--- src/rtl/alu_share_arbiter.sv ---
// Two-port arbiter sharing one ALU: accept one request, compute, return a tagged registered result.
// Build option: define ALU_SHARE_RR_EN for round-robin tie-breaking (default is fixed priority to port 0).
module alu_share_arbiter #(
   parameter int unsigned WIDTH = 32
) (
   input  logic             clk,
   input  logic             rst,
   input  logic             i_req0_valid,
   output logic             o_req0_ready,
   input  logic [2:0]       i_req0_ctrl,
   input  logic [WIDTH-1:0] i_req0_a,
   input  logic [WIDTH-1:0] i_req0_b,
   input  logic             i_req1_valid,
   output logic             o_req1_ready,
   input  logic [2:0]       i_req1_ctrl,
   input  logic [WIDTH-1:0] i_req1_a,
   input  logic [WIDTH-1:0] i_req1_b,
   output logic             o_rsp_valid,
   input  logic             i_rsp_ready,
   output logic             o_rsp_id,
   output logic [WIDTH-1:0] o_rsp_result,
   output logic             o_rsp_zero
);

   localparam int unsigned CTRL_W = 3;

   typedef enum logic [1:0] {
      IDLE = 2'd0,
      EXEC = 2'd1,
      RESP = 2'd2
   } state_t;

   state_t              r_state;
   state_t              w_state_nxt;
   logic                w_accept;
   logic                w_grant_id;
   logic                w_tie_id;
   logic                w_any_valid;
   logic [CTRL_W-1:0]   r_ctrl;
   logic [WIDTH-1:0]    r_a;
   logic [WIDTH-1:0]    r_b;
   logic                r_id;
   logic [WIDTH-1:0]    r_result;
   logic                r_zero;
   logic                r_rsp_valid;
   logic [WIDTH-1:0]    w_alu;

   // Tie-break winner when both requesters are valid
`ifdef ALU_SHARE_RR_EN
   logic r_last;

   always_ff @(posedge clk) begin
      if (rst) begin
         r_last <= 1'b1;
      end else if (w_accept) begin
         r_last <= w_grant_id;
      end
   end

   always_comb begin
      w_tie_id = ~r_last;
   end
`else
   always_comb begin
      w_tie_id = 1'b0;
   end
`endif

   always_comb begin
      w_any_valid = i_req0_valid | i_req1_valid;
      w_grant_id  = (i_req0_valid && i_req1_valid) ? w_tie_id : i_req1_valid;
   end

   always_ff @(posedge clk) begin
      if (rst) begin
         r_state <= IDLE;
      end else begin
         r_state <= w_state_nxt;
      end
   end

   always_comb begin
      w_state_nxt  = r_state;
      w_accept     = 1'b0;
      o_req0_ready = 1'b0;
      o_req1_ready = 1'b0;
      case (r_state)
         IDLE: begin
            if (!rst && w_any_valid) begin
               w_accept     = 1'b1;
               o_req0_ready = ~w_grant_id;
               o_req1_ready = w_grant_id;
               w_state_nxt  = EXEC;
            end
         end
         EXEC: w_state_nxt = RESP;
         RESP: begin
            if (i_rsp_ready) begin
               w_state_nxt = IDLE;
            end
         end
         default: w_state_nxt = IDLE;
      endcase
   end

   // Operands are captured only at accept so requesters may change them afterwards
   always_ff @(posedge clk) begin
      if (rst) begin
         r_ctrl <= '0;
         r_a    <= '0;
         r_b    <= '0;
         r_id   <= 1'b0;
      end else if (w_accept) begin
         r_ctrl <= w_grant_id ? i_req1_ctrl : i_req0_ctrl;
         r_a    <= w_grant_id ? i_req1_a    : i_req0_a;
         r_b    <= w_grant_id ? i_req1_b    : i_req0_b;
         r_id   <= w_grant_id;
      end
   end

   always_comb begin
      w_alu = '0;
      case (r_ctrl)
         3'b000:  w_alu = r_a + r_b;
         3'b001:  w_alu = r_a - r_b;
         3'b010:  w_alu = r_a & r_b;
         3'b011:  w_alu = r_a | r_b;
         3'b101:  w_alu = WIDTH'($signed(r_a) < $signed(r_b));
         default: w_alu = '0;
      endcase
   end

   always_ff @(posedge clk) begin
      if (rst) begin
         r_result    <= '0;
         r_zero      <= 1'b0;
         r_rsp_valid <= 1'b0;
      end else begin
         if (r_state == EXEC) begin
            r_result <= w_alu;
            r_zero   <= (w_alu == '0);
         end
         r_rsp_valid <= (w_state_nxt == RESP);
      end
   end

   assign o_rsp_valid  = r_rsp_valid;
   assign o_rsp_id     = r_id;
   assign o_rsp_result = r_result;
   assign o_rsp_zero   = r_zero;

endmodule

--- config.mk ---
export PLATFORM = sky130hd
export DESIGN_NAME = alu_share_arbiter
export DESIGN_NICKNAME = d
export VERILOG_FILES = /design/src/rtl/alu_share_arbiter.sv
export SDC_FILE = /design/constraint.sdc
export NUM_CORES = 1
export LEC_CHECK = 0
export CORE_UTILIZATION = 54
export DETAILED_ROUTE_END_ITERATION = 10
export MAX_ROUTING_LAYER = met4
export PLACE_DENSITY = 0.85
export REMOVE_ABC_BUFFERS = 1
export SLEW_MARGIN = 20
export SYNTH_ARGS = -nofsm -noshare
export SYNTH_HDL_FRONTEND = slang
export SYNTH_SLANG_ARGS = --single-unit
--- constraint.sdc ---
create_clock -name clk -period 3.9 [get_ports clk]
set_clock_uncertainty 0.1 [all_clocks]
set_input_delay 0.78 -clock clk [delete_from_list [all_inputs] [get_ports clk]]
set_output_delay 0.78 -clock clk [all_outputs]
set_load 0.02 [all_outputs]
==> reports/qor.csv <==
metric,value,unit
status,"complete, no violations",
hold_sp,o_rsp_result[0],
share of the synthesized area in the top cell type,21.47,%
share of total power in sequential cells,26.6,%
largest cells by area after synthesis,"dfxtp_1 21%, ha_1 14%, mux2i_1 7.4%, a211oi_1 7.4%, nor2_1 6.9%",
Cells after DPL,1645,
Post-Syn Area,9697,sq um
"Avg Cell Area, Syn",7.605,sq um
hold slack final,359.6,ps
PortBufs,175,
Most used DFF post-synth,dfxtp_1,
maximum number of pins on one net before global-route repair,80,
Least-Margin Pin Slew,790.7,ps
clock latency at the later pin of the worst-skew pair,370,ps
Critical Path Source Type,flop,
DRC,0,
Synth Register Bits,104,
RR Endpoint,o_rsp_zero,
Critical Path Max Stage Delay,390,ps
Worst Reg-to-Reg Cells,15,
Pwr Density,401.1,nW/um^2
Avg Vias per Cell,6.141,
post-synthesis sequential area ratio,21.47,%
final setup margin,127.3,ps
Reg2Reg Setup Slack,130,ps
CTS Buf Count,9,
Max-Slew Margin vs Limit,47.29,%
crit-path cells,"buf_4, ha_2, inv_1, fa_1, nand2b_4, a21o_1, a21oi_2, o2111ai_1, a21oi_2, o2111ai_1, a221oi_2, xor2_1, a221o_1, nor4_2, a41o_1",
CTS tree,done,
hold crit path type,reg -> reg,
All-Layer GR Usage,36.43,%
Worst path depth,15,
r2r startpoint,r_a[0],
sw frac,43.78,%
critical path class,reg -> reg,
clock sink count,104,
Sw Pwr,2.151,mW
dpl ws,72.74,ps
endpoints failing hold,0,
Vias,10210,
Max IR drop VDD,0.3057,mV
WP buf/inv,2,
Die W,136.0,um
wire per inst,19.84,um
Placeable Area,17420,sq um
Max-cap violations,0,
Ys Warns,0,
Top delay family on crit path,compound AO/OA/AOI/OAI gates,
drt pass-1 iters,6,
ANT nets after route,0,
Slew Limit Fails,0,
worst hold stages,2,
initial DRC count,833,
Initial Utilization,55.68,%
layout cell share with drive strength beyond 1,9.743,%
CP max stage cell,fa_1,
fmax,0.2651,GHz
GRT overflow,0,
leakage,4.918,nW
Post-Layout Cell Count,1662,
Setup crit end kind,flop,
H-tree depth,3,
CTS root buffer,clkbuf_16,
asr flop ratio synth,0,%
Post-DP HPWL,25760,um
# nets final,1681,
area grow syn2layout,26.31,%
site row count,48,
"area leader, netlist",dfxtp_1,
die footprint,18500,sq um
Max Buffers Root-to-Sink,2,
Clk network pwr share,19.8,%
height of the chip,136.0,um
diodes inserted,0,
Synth Instances,1275,
Ports,176,
initial antenna violation count,0,
Hold EP,o_rsp_result[0],
total power,4.913,mW
CP arrival,3980,ps
largest fanout on the critical path,4,
Worst-path clk slew,80,ps
Int Pwr,2.762,mW
final-report setup violation count,0,
vias in the first global route,9472,
final period utilization,96.74,%
final WL,32980,um
Tmin final,3773,ps
combinational share of power,53.6,%
Post-synth EDFFs,0,
first-pass GRT wire length,50310,um
gp weighted congestion,1.049,
Netlist cell types,84,
CP Data Required Time,4110,ps
-- cell usage after synthesis, drive strengths merged (13+ instances only) --
library cell  instances
nand3                16
mux2i                72
nand2                72
a211oi               95
a21oi               111
buf                  45
xnor2                18
ha                  107
dfxtp               104
nor2b                13
inv                 100
o211ai               19
nor2                179
nor4                 16
clkbuf               43
o21ai                54
nor3                 18
-- kinds of logic (layout without fill, tap and decap cells) --
logic type | Yosys count | in the layout | share of synthesized area, %
DFF | 104 | 104 | 21.47
adders and majority gates | 109 | 109 | 14.22
xor gates and xnor gates | 23 | 23 | 2.077
muxes | 74 | 74 | 7.781
and+or+nand+nor | 375 | 375 | 17.73
buffers and inverters | 188 | 350 | 8.387
AOI/OAI and AO/OA | 402 | 402 | 28.34
-- metrics by stage --
stage                     util [%]  area [sq um]  setup TNS [ps]
final                        70.32         12250               0
after global routing         70.32         12250          -31.05
after CTS                    69.27         12070               0
after global placement       67.51         11760               0
after floorplan                  -          9259         -149210
after detailed placement     67.51         11760               0
-- final cells by class --
type / instances / area [sq um]
multi-input combinational: 983 / 6993
sequential: 104 / 2083
tap: 225 / 281.5
clock buffer: 9 / 225.2
timing repair buffer: 235 / 2212
clock inverter: 6 / 77.57
fill: 1476 / 5169
inverter: 100 / 375.4
-- worst max path at each step --
stage / startpoint / slack (ps) / endpoint
6_report: r_a[0] / 130 / o_rsp_zero
5_1_grt: r_b[1] / -20 / o_rsp_zero
4_1_cts: r_a[9] / 50 / o_rsp_zero
3_5_place_dp: r_a[0] / 70 / o_rsp_zero
3_3_place_gp: r_a[0] / 90 / o_rsp_zero
2_1_floorplan: i_req0_valid / -2830 / o_req0_ready
-- power groups by stage --
stage / registers (mW) / clock network [mW] / logic (mW)
after floorplan: 1.37 / 0 / 1.52
after global placement: 1.32 / 0 / 2.48
after detailed placement: 1.33 / 0 / 2.48
after CTS: 1.30 / 0.980 / 2.50
after global routing: 1.32 / 1.02 / 2.84
final: 1.30 / 0.975 / 2.63
-- routing by layer --
metal  wire, um  global-route usage, %  vias up  part of all wire (%)
li1           -                      -     4885                     -
met1      15110                  48.65     4763                    46
met2      14260                  54.94      494                    43
met3       2880                  8.054       64                   8.7
met4        733                  9.753        0                   2.2
met5          0                      -        -                     0
-- worst min-delay path, stage by stage (launching register included) --
cell and delay [ps]:
dfxtp_1 310, nand2_1 50, a21oi_1 50
-- flip-flops by register name (all words and copies together) (netlist names) --
register,count
o_rsp_zero,1
o_rsp_result,32
r_b,32
r_state,2
r_a,32
o_rsp_id,1
r_ctrl,3
o_rsp_valid,1
-- repair_timing --
| action | 4_1_cts | 5_1_grt |
|---|---|---|
| resized for setup | 1 | 36 |
| setup endpoints to repair | 1 | 3 |
| setup buffers | 0 | 2 |
| pin swaps | 0 | 10 |
| hold buffers | 0 | 0 |
-- layout by cell type (no fill, tap or decap), types with 5 or more instances in the layout --
master           instances
xor2_1                   5
o31a_1                   5
buf_4                   60
nand2b_1                11
inv_1                   98
nor4_1                  13
dfxtp_1                103
a311oi_1                 5
xnor2_1                 18
a211o_1                  6
a211oi_1                91
ha_1                   103
o211ai_1                19
o22ai_1                  7
nor3_1                  18
a221oi_1                 5
nand4_1                 12
a31oi_1                  7
a21oi_1                106
and3_1                   7
nor2b_1                 10
nand2_1                 72
or3_1                    5
nor2_1                 174
clkdlybuf4s50_1        174
or2_2                    6
o21ai_0                 50
nand3_1                 16
o21a_1                   7
a21o_1                  11
clkbuf_16                9
and2_1                   5
a221o_1                  5
mux2i_1                 71
o31ai_1                 10
Note: power is estimated with default switching activity, not from simulation.
